File: src/rtl/pll_lock_supervisor_pkg.sv
// Shared types and default constants for the PLL lock supervisor.
package pll_sup_pkg;

  typedef enum logic [1:0] {
    WAIT_LOCK = 2'd0,
    STABILIZE = 2'd1,
    RUN       = 2'd2,
    HOLD      = 2'd3
  } sup_state_e;

  localparam int DEF_SYNC_STAGES    = 2;
  localparam int DEF_STABLE_CYCLES  = 60000;
  localparam int DEF_HOLD_CYCLES    = 600;
  localparam int DEF_LOSS_CNT_W     = 8;
  localparam int DEF_TIMEOUT_CYCLES = 6000000;

  // A window of one cycle still needs a one-bit counter to compare against zero.
  function automatic int cnt_width(input int n);
    return (n > 1) ? $clog2(n) : 1;
  endfunction

endpackage

File: src/rtl/pll_lock_supervisor_sync_ff_chain.sv
// Multi-flop synchronizer for a single asynchronous level; resets to 0.
module sync_ff_chain
  import pll_sup_pkg::*;
#(
  parameter int STAGES = DEF_SYNC_STAGES
) (
  input  logic clock,
  input  logic reset,
  input  logic d_i,
  output logic q_o
);

  logic [STAGES-1:0] sync_q;

  always_ff @(posedge clock or posedge reset) begin
    if (reset) sync_q <= '0;
    else       sync_q <= {sync_q[STAGES-2:0], d_i};
  end

  assign q_o = sync_q[STAGES-1];

endmodule

File: src/rtl/pll_lock_supervisor.sv
// Turns the raw PLL lock flag into a qualified system reset and lock status.
// Optional lock watchdog enabled by defining PLL_LOCK_WATCHDOG_EN.
module pll_lock_supervisor
  import pll_sup_pkg::*;
#(
  parameter int SYNC_STAGES    = DEF_SYNC_STAGES,
  parameter int STABLE_CYCLES  = DEF_STABLE_CYCLES,
  parameter int HOLD_CYCLES    = DEF_HOLD_CYCLES,
  parameter int LOSS_CNT_W     = DEF_LOSS_CNT_W,
  parameter int TIMEOUT_CYCLES = DEF_TIMEOUT_CYCLES
) (
  input  logic                  clock,
  input  logic                  reset,
  input  logic                  locked,
  input  logic                  clear_sticky,
  output logic                  sys_reset,
  output logic                  ready,
  output logic                  lock_lost,
  output logic [LOSS_CNT_W-1:0] loss_count,
  output logic [2:0]            state_o,
  output logic                  lock_timeout
);

  localparam int SW = cnt_width(STABLE_CYCLES);
  localparam int HW = cnt_width(HOLD_CYCLES);
  localparam logic [SW-1:0] STAB_LAST = SW'(STABLE_CYCLES - 1);
  localparam logic [HW-1:0] HOLD_LAST = HW'(HOLD_CYCLES - 1);

  logic                  locked_s;
  sup_state_e            state_q, state_d;
  logic [SW-1:0]         stab_cnt_q, stab_cnt_d;
  logic [HW-1:0]         hold_cnt_q, hold_cnt_d;
  logic                  sys_reset_q, sys_reset_d;
  logic                  ready_q, ready_d;
  logic                  lock_lost_q, lock_lost_d;
  logic [LOSS_CNT_W-1:0] loss_cnt_q, loss_cnt_d;
  logic                  loss_evt;

  sync_ff_chain #(.STAGES(SYNC_STAGES)) u_lock_sync (
    .clock (clock),
    .reset (reset),
    .d_i   (locked),
    .q_o   (locked_s)
  );

  always_comb begin
    state_d    = state_q;
    stab_cnt_d = stab_cnt_q;
    hold_cnt_d = hold_cnt_q;
    loss_evt   = 1'b0;
    case (state_q)
      WAIT_LOCK: begin
        stab_cnt_d = '0;
        if (locked_s) state_d = STABILIZE;
      end
      STABILIZE: begin
        if (!locked_s) begin
          state_d    = WAIT_LOCK;
          stab_cnt_d = '0;
        end else if (stab_cnt_q == STAB_LAST) begin
          state_d    = RUN;
          stab_cnt_d = '0;
        end else begin
          stab_cnt_d = stab_cnt_q + 1'b1;
        end
      end
      RUN: begin
        if (!locked_s) begin
          state_d    = HOLD;
          hold_cnt_d = '0;
          loss_evt   = 1'b1;
        end
      end
      HOLD: begin
        if (hold_cnt_q == HOLD_LAST) begin
          state_d    = WAIT_LOCK;
          hold_cnt_d = '0;
        end else begin
          hold_cnt_d = hold_cnt_q + 1'b1;
        end
      end
      default: state_d = WAIT_LOCK;
    endcase

    // Outputs are registered from the next state so they change on the transition edge.
    sys_reset_d = (state_d != RUN);
    ready_d     = (state_d == RUN);
    lock_lost_d = loss_evt | (lock_lost_q & ~clear_sticky);
    loss_cnt_d  = loss_cnt_q;
    if (loss_evt && (loss_cnt_q != '1)) loss_cnt_d = loss_cnt_q + 1'b1;
  end

  always_ff @(posedge clock or posedge reset) begin
    if (reset) begin
      state_q     <= WAIT_LOCK;
      stab_cnt_q  <= '0;
      hold_cnt_q  <= '0;
      sys_reset_q <= 1'b1;
      ready_q     <= 1'b0;
      lock_lost_q <= 1'b0;
      loss_cnt_q  <= '0;
    end else begin
      state_q     <= state_d;
      stab_cnt_q  <= stab_cnt_d;
      hold_cnt_q  <= hold_cnt_d;
      sys_reset_q <= sys_reset_d;
      ready_q     <= ready_d;
      lock_lost_q <= lock_lost_d;
      loss_cnt_q  <= loss_cnt_d;
    end
  end

  assign sys_reset  = sys_reset_q;
  assign ready      = ready_q;
  assign lock_lost  = lock_lost_q;
  assign loss_count = loss_cnt_q;
  assign state_o    = {1'b0, state_q};

`ifdef PLL_LOCK_WATCHDOG_EN
  localparam int WW = cnt_width(TIMEOUT_CYCLES);
  localparam logic [WW-1:0] WD_LAST = WW'(TIMEOUT_CYCLES - 1);

  logic [WW-1:0] wd_cnt_q, wd_cnt_d;
  logic          timeout_q, timeout_d;

  // The counter parks at its limit so it cannot wrap while the flag stays sticky.
  always_comb begin
    wd_cnt_d  = wd_cnt_q;
    timeout_d = timeout_q;
    if (state_q == RUN || state_q == HOLD) begin
      wd_cnt_d = '0;
    end else if (wd_cnt_q == WD_LAST) begin
      timeout_d = 1'b1;
    end else begin
      wd_cnt_d = wd_cnt_q + 1'b1;
    end
  end

  always_ff @(posedge clock or posedge reset) begin
    if (reset) begin
      wd_cnt_q  <= '0;
      timeout_q <= 1'b0;
    end else begin
      wd_cnt_q  <= wd_cnt_d;
      timeout_q <= timeout_d;
    end
  end

  assign lock_timeout = timeout_q;
`else
  logic unused_timeout_cfg;
  assign unused_timeout_cfg = ^TIMEOUT_CYCLES;
  assign lock_timeout       = 1'b0;
`endif

endmodule

File: config.mk
export PLATFORM = sky130hd
export DESIGN_NAME = pll_lock_supervisor
export DESIGN_NICKNAME = d
export VERILOG_FILES = /design/src/rtl/pll_lock_supervisor_pkg.sv /design/src/rtl/pll_lock_supervisor_sync_ff_chain.sv /design/src/rtl/pll_lock_supervisor.sv
export SDC_FILE = /design/constraint.sdc
export NUM_CORES = 1
export LEC_CHECK = 0
export BUFFER_PORTS_ARGS = -buffer_cell sky130_fd_sc_hd__buf_2
export CORE_ASPECT_RATIO = 0.8
export CORE_UTILIZATION = 45
export CTS_BUF_LIST = sky130_fd_sc_hd__clkbuf_16
export CTS_CLUSTER_DIAMETER = 120
export CTS_CLUSTER_SIZE = 25
export DETAILED_ROUTE_END_ITERATION = 8
export PLACE_DENSITY = 0.66
export REMOVE_ABC_BUFFERS = 1
export SLEW_MARGIN = 10
export SYNTH_ARGS = -nofsm -noshare
export SYNTH_HDL_FRONTEND = slang
export SYNTH_HIERARCHICAL = 1
export SYNTH_SLANG_ARGS = --single-unit
File: constraint.sdc
create_clock -name clock -period 2.2 [get_ports clock]
set_input_delay 0.11 -clock clock [delete_from_list [all_inputs] [get_ports clock]]
set_output_delay 0.11 -clock clock [all_outputs]
set_load 0.02 [all_outputs]
==> reports/qor.csv, run 1 <==
metric,value,unit
ff_latch_area,0.00103,mm2
p_leak,1.11,nW
cp_top_family,simple AND/OR/NAND/NOR gates,
grt_max_degree,40,
path_max_fanout,8,
ys_seq_area_share,46.5,%
grt_usage,19.9,%
path_cells,"ha_1, and4_1, nand4_2, nand2_1, o211ai_1",
synth_top_area_cell,dfrtp_1,
slew_viol_final,0,
drc,0,
nFillCells,410,
synth.avg_cell_area,10.1,um2
grt_pass1_vias,1667,
numPlacedInstances,294,
holdBufCountCts,2,
route.met3.wl,217,um
fin_nets,250,
ys_types,50,
path_buf_inv,0,
first_pass_iters,4,
synthTopCellsByArea,"dfrtp_1, a31oi_1, nand2_1, nand4_1, and4_1",
start_kind,register,
ir_worst_vdd,0.000419,V
synth.top_cell.area_share,45.4,%
drtAntennaViolNets,0,
fin_cells,304,
synth-seq-cells,41,
cts_buffers,5,
via_count,1762,
power,0.00168,W
power.density,657,mW/mm2
netlist_area,0.00221,mm2
multi_input_area,0.00107,mm2
dieHeight,64.6,um
min_period,1.88,ns
path_class,reg2reg,
ys_warn_count,6,
tns,0,ns
yosysMostFrequentCell,dfrtp_1,
fin_skew,0.00377,ns
clk_path_buf_depth,2,
grt_overflow_total,0,
outcome,completed,
antennaDiodeCount,0,
slowest_delay,0.41,ns
synthFlopType,dfrtp_1,
routedLengthMet1,2310,um
postSynthCellCount,219,
cts.sinks,41,
die_w,80.3,um
arrival,2.02,ns
place.gp.congestion,0.860,
wl_per_cell,14.9,um
slowest_stage,dfrtp_1,
grt_pass1_wl,7850,um
area_growth,15.6,%
cts_tree,done,
crit_required,2.34,ns
fin_util,54.8,%
top_layer,met4,
fin_crit_sh,85.4,%
synth_edf_count,0,
post_cts_resized,0,
rows,22,
path_clk_slew,0.06,ns
initial_core_util,47.4,%
drt_wl_total,4520,um
viasPerCell,5.80,
cap_viol_max_count,0,
timing.hold.ws,0.00734,ns
root_buffer,clkbuf_16,
end_kind,register,
worstMarginPinSlew,0.501,ns
htreeDepth,2,
core_area,0.00465,mm2
wl_met2,1940,um
clock_latency,0.28,ns
antenna_found_initial,0,
die_area,0.00519,mm2
ys_top_cells_by_count,"dfrtp_1, nand2_1, a31oi_1",
async_flop_share,100,%
max_freq,0.532,GHz
rsz0062_at_grt,false,
postCtsSetupRepairBufs,0,
drt_iter0_markers,148,
drive_gt1_share,18.4,%
setup_viol,0,
slew_headroom,66.6,%
port_buffers,16,
hp-class,in2reg,
finalHoldViolations,0,
post-dp-hpwl,3060,um
io_pins,19,
==> sequential cells by signal, summed over array words and instances, names as in the netlist <==
name                count
state_q                 2
sys_reset               1
hold_cnt_q             10
ready                   1
loss_count              8
lock_lost               1
stab_cnt_q             16
u_lock_sync/sync_q      2
==> metrics by stage <==
stage / area [um2] / worst slack, ns
after floorplan: 2140 / 0.304
after global placement: 2360 / 0.429
after detailed placement: 2360 / 0.369
after CTS: 2550 / 0.339
after global routing: 2550 / 0.157
final: 2550 / 0.321
==> layout make-up <==
class / count / share of cell area, %
well taps: 60 / 2.94
flip-flops and latches: 41 / 40.3
clock buffers: 5 / 4.90
multi-input cells: 157 / 42.0
clock inverters: 3 / 1.67
inverters: 11 / 1.62
repair buffers: 27 / 6.57
==> power breakdown <==
part	internal, W	switching (W)
combinational	0.0000276	0.0000574
sequential	0.000765	0.0000119
clock	0.000532	0.000281
total	0.00132	0.000351
==> worst register-to-register path, delay by kind of cell, from the launching register on <==
kind | cells | cell delay (ns)
flip-flops | 1 | 0.41
AND/OR/NAND/NOR | 3 | 0.95
AO/OA/AOI/OAI | 1 | 0.15
adder cells (fa/ha/maj) | 1 | 0.22
==> path summary, 6_finish.rpt <==
check	startpoint	endpoint	slack [ns]	cells after the start
worst max-delay path	stab_cnt_q[0]$_DFFE_PP0P_	state_q[0]$_DFF_PP0_	0.32	5
min in group asynchronous	reset	u_lock_sync/sync_q[1]$_DFF_PP0_	0.25	3
worst max register to register	stab_cnt_q[0]$_DFFE_PP0P_	state_q[0]$_DFF_PP0_	0.32	5
worst min register to register	u_lock_sync/sync_q[0]$_DFF_PP0_	u_lock_sync/sync_q[1]$_DFF_PP0_	0.35	0
max in group asynchronous	reset	sys_reset$_DFF_PP1_	1.32	4
worst min-delay path	clear_sticky	lock_lost$_DFF_PP0_	0.007	2
==> metal layers <==
layer,up-vias,track usage (%)
met5,-,0
met4,0,6.25
met3,4,4.93
met2,51,29.4
met1,833,28.6
li1,874,-
==> cells in the final DEF, fill, tap and decap left out, types with 3 or more instances in the layout <==
cell type / synthesis / final
o21ai_0: 10 / 10
xnor2_1: 6 / 6
nor3_1: 3 / 3
buf_2: 2 / 16
and3_1: 7 / 7
mux2i_1: 3 / 3
nand2_1: 23 / 23
clkbuf_16: 0 / 5
xor2_1: 3 / 3
dfrtp_1: 40 / 40
o211ai_1: 4 / 4
a21oi_1: 7 / 7
and2_1: 3 / 3
nand3_1: 7 / 7
nand4_1: 13 / 13
o22ai_1: 3 / 3
ha_1: 3 / 3
buf_4: 5 / 9
and4_1: 6 / 6
nand2b_1: 5 / 5
inv_1: 11 / 12
a31oi_1: 16 / 16
==> cell families after synthesis <==
family	after synthesis	synth area share, %
muxes	5	2.38
other	1	0.170
and+or+nand+nor	84	23.5
xor gates and xnor gates	9	3.57
adders and majority gates	3	1.70
AOI/OAI and AO/OA	54	17.1
buffers and inverters	22	5.05
DFF	41	46.5
Power figures use the tool's default switching activity.
==> inputs of run 2 (changes only) <==
Settings changed: HOLD_SLACK_MARGIN from default to 0.05.
==> run 2 against run 1 <==
Setup slack better by 0.0011 ns. Core utilization is 0.22 points higher. Largest power group unchanged. Cell area is 0.39% higher. Clock skew hardly changed. Count of clock-buffer cells in the layout stayed put. Non-clock buffer count is 1 higher.
==> reports/qor.csv, run 2 (synthesis results as in run 1) <==
metric,value,unit
drt_wl_total,4520,um
tns,0,ns
drtAntennaViolNets,0,
ir_worst_vdd,0.000419,V
fin_skew,0.00380,ns
p_leak,1.11,nW
path_max_fanout,8,
finalHoldViolations,0,
via_count,1767,
die_area,0.00519,mm2
antennaDiodeCount,0,
area_growth,16.0,%
place.gp.congestion,0.860,
slowest_delay,0.41,ns
slowest_stage,dfrtp_1,
viasPerCell,5.79,
dieHeight,64.6,um
worstMarginPinSlew,0.501,ns
root_buffer,clkbuf_16,
clk_path_buf_depth,2,
path_buf_inv,0,
min_period,1.88,ns
grt_max_degree,40,
setup_viol,0,
grt_usage,19.9,%
max_freq,0.533,GHz
fin_crit_sh,85.4,%
rsz0062_at_grt,false,
crit_required,2.34,ns
grt_overflow_total,0,
fin_util,55.1,%
post-dp-hpwl,3060,um
slew_viol_final,0,
arrival,2.02,ns
path_clk_slew,0.06,ns
rows,22,
met2_usage,29.4,%
largest-register,stab_cnt_q,
clock_latency,0.28,ns
grt_pass1_vias,1667,
power.density,655,mW/mm2
cts_buffers,5,
cp_top_family,simple AND/OR/NAND/NOR gates,
fin_area,0.00256,mm2
outcome,completed,
io_pins,19,
dpl-instance-area,0.00236,mm2
hp-class,in2async,
end_kind,register,
post_cts_resized,0,
port_buffers,16,
grt_pass1_wl,7850,um
htreeDepth,2,
cts_tree,done,
final_common_cell,dfrtp_1,
drt_iter0_markers,132,
path_cells,"ha_1, and4_1, nand4_2, nand2_1, o211ai_1",
die_w,80.3,um
cap_viol_max_count,0,
drive_gt1_share,18.4,%
largest_reg_flops,16,
slew_headroom,66.6,%
start_kind,register,
gr-usage-met1,28.6,%
fin_ws,0.322,ns
wl_per_cell,14.8,um
fin_nets,251,
mostFrequentLayoutCells,"dfrtp_1, nand2_1, a31oi_1, buf_2, nand4_1",
antenna_found_initial,0,
cts.sinks,41,
initial_core_util,47.4,%
core_area,0.00465,mm2
path_class,reg2reg,
drc,0,
dp_slack,0.369,ns
gr-max-usage-layer,met2,
first_pass_iters,4,
postCtsSetupRepairBufs,0,
use_met3,4.93,%
[run 2: final timing paths]
kind                            slack [ns]                              end                       startpoint  cells past startpoint
max in group asynchronous             1.32              sys_reset$_DFF_PP1_                            reset                      4
worst min register to register        0.35  u_lock_sync/sync_q[1]$_DFF_PP0_  u_lock_sync/sync_q[0]$_DFF_PP0_                      0
worst max-delay path                  0.32             state_q[0]$_DFF_PP0_        stab_cnt_q[0]$_DFFE_PP0P_                      5
min in group clock                    0.35  u_lock_sync/sync_q[1]$_DFF_PP0_  u_lock_sync/sync_q[0]$_DFF_PP0_                      0
worst min-delay path                  0.25  u_lock_sync/sync_q[1]$_DFF_PP0_                            reset                      3
worst max register to register        0.32             state_q[0]$_DFF_PP0_        stab_cnt_q[0]$_DFFE_PP0P_                      5
[run 2: metrics by stage]
| stage | power, W | hold WS, ns | cells |
|---|---|---|---|
| after floorplan | 0.000840 | -0.149 | 209 |
| after global placement | 0.000873 | -0.0304 | 294 |
| after detailed placement | 0.000873 | -0.0137 | 294 |
| after CTS | 0.00170 | 0.232 | 305 |
| after global routing | 0.00175 | 0.268 | 305 |
| final | 0.00168 | 0.245 | 305 |
[run 2: where the power goes]
part / total [W] / internal (W) / switching, W / leakage (nW)
clock network: 0.000814 / 0.000532 / 0.000281 / 0.0852
registers: 0.000777 / 0.000765 / 0.0000119 / 0.562
logic: 0.0000861 / 0.0000287 / 0.0000574 / 0.468
[run 2: final cells by class]
type / count / area (um2)
clock buffer: 5 / 125
clock inverter: 3 / 42.5
fill: 409 / 2090
inverter: 11 / 41.3
multi-input combinational: 157 / 1070
sequential: 41 / 1030
tap: 60 / 75.1
timing repair buffer: 28 / 178
[run 2: routing by layer]
layer  vias up  share of wire, %
met2        51                43
met4         0               1.0
met1       839                51
li1        873                 -
met5         -                 0
met3         4               4.9
[run 2: worst reg2reg max path, stage by stage, from the launching register on]
cell      delay [ns]
dfrtp_1         0.41
ha_1            0.22
and4_1          0.37
nand4_2         0.23
nand2_1         0.35
o211ai_1        0.15
[run 2: repair_timing]
item                       in CTS  in global routing
hold endpoints to repair       42                  0
setup endpoints to repair       0                  0
hold buffers                    3                  0
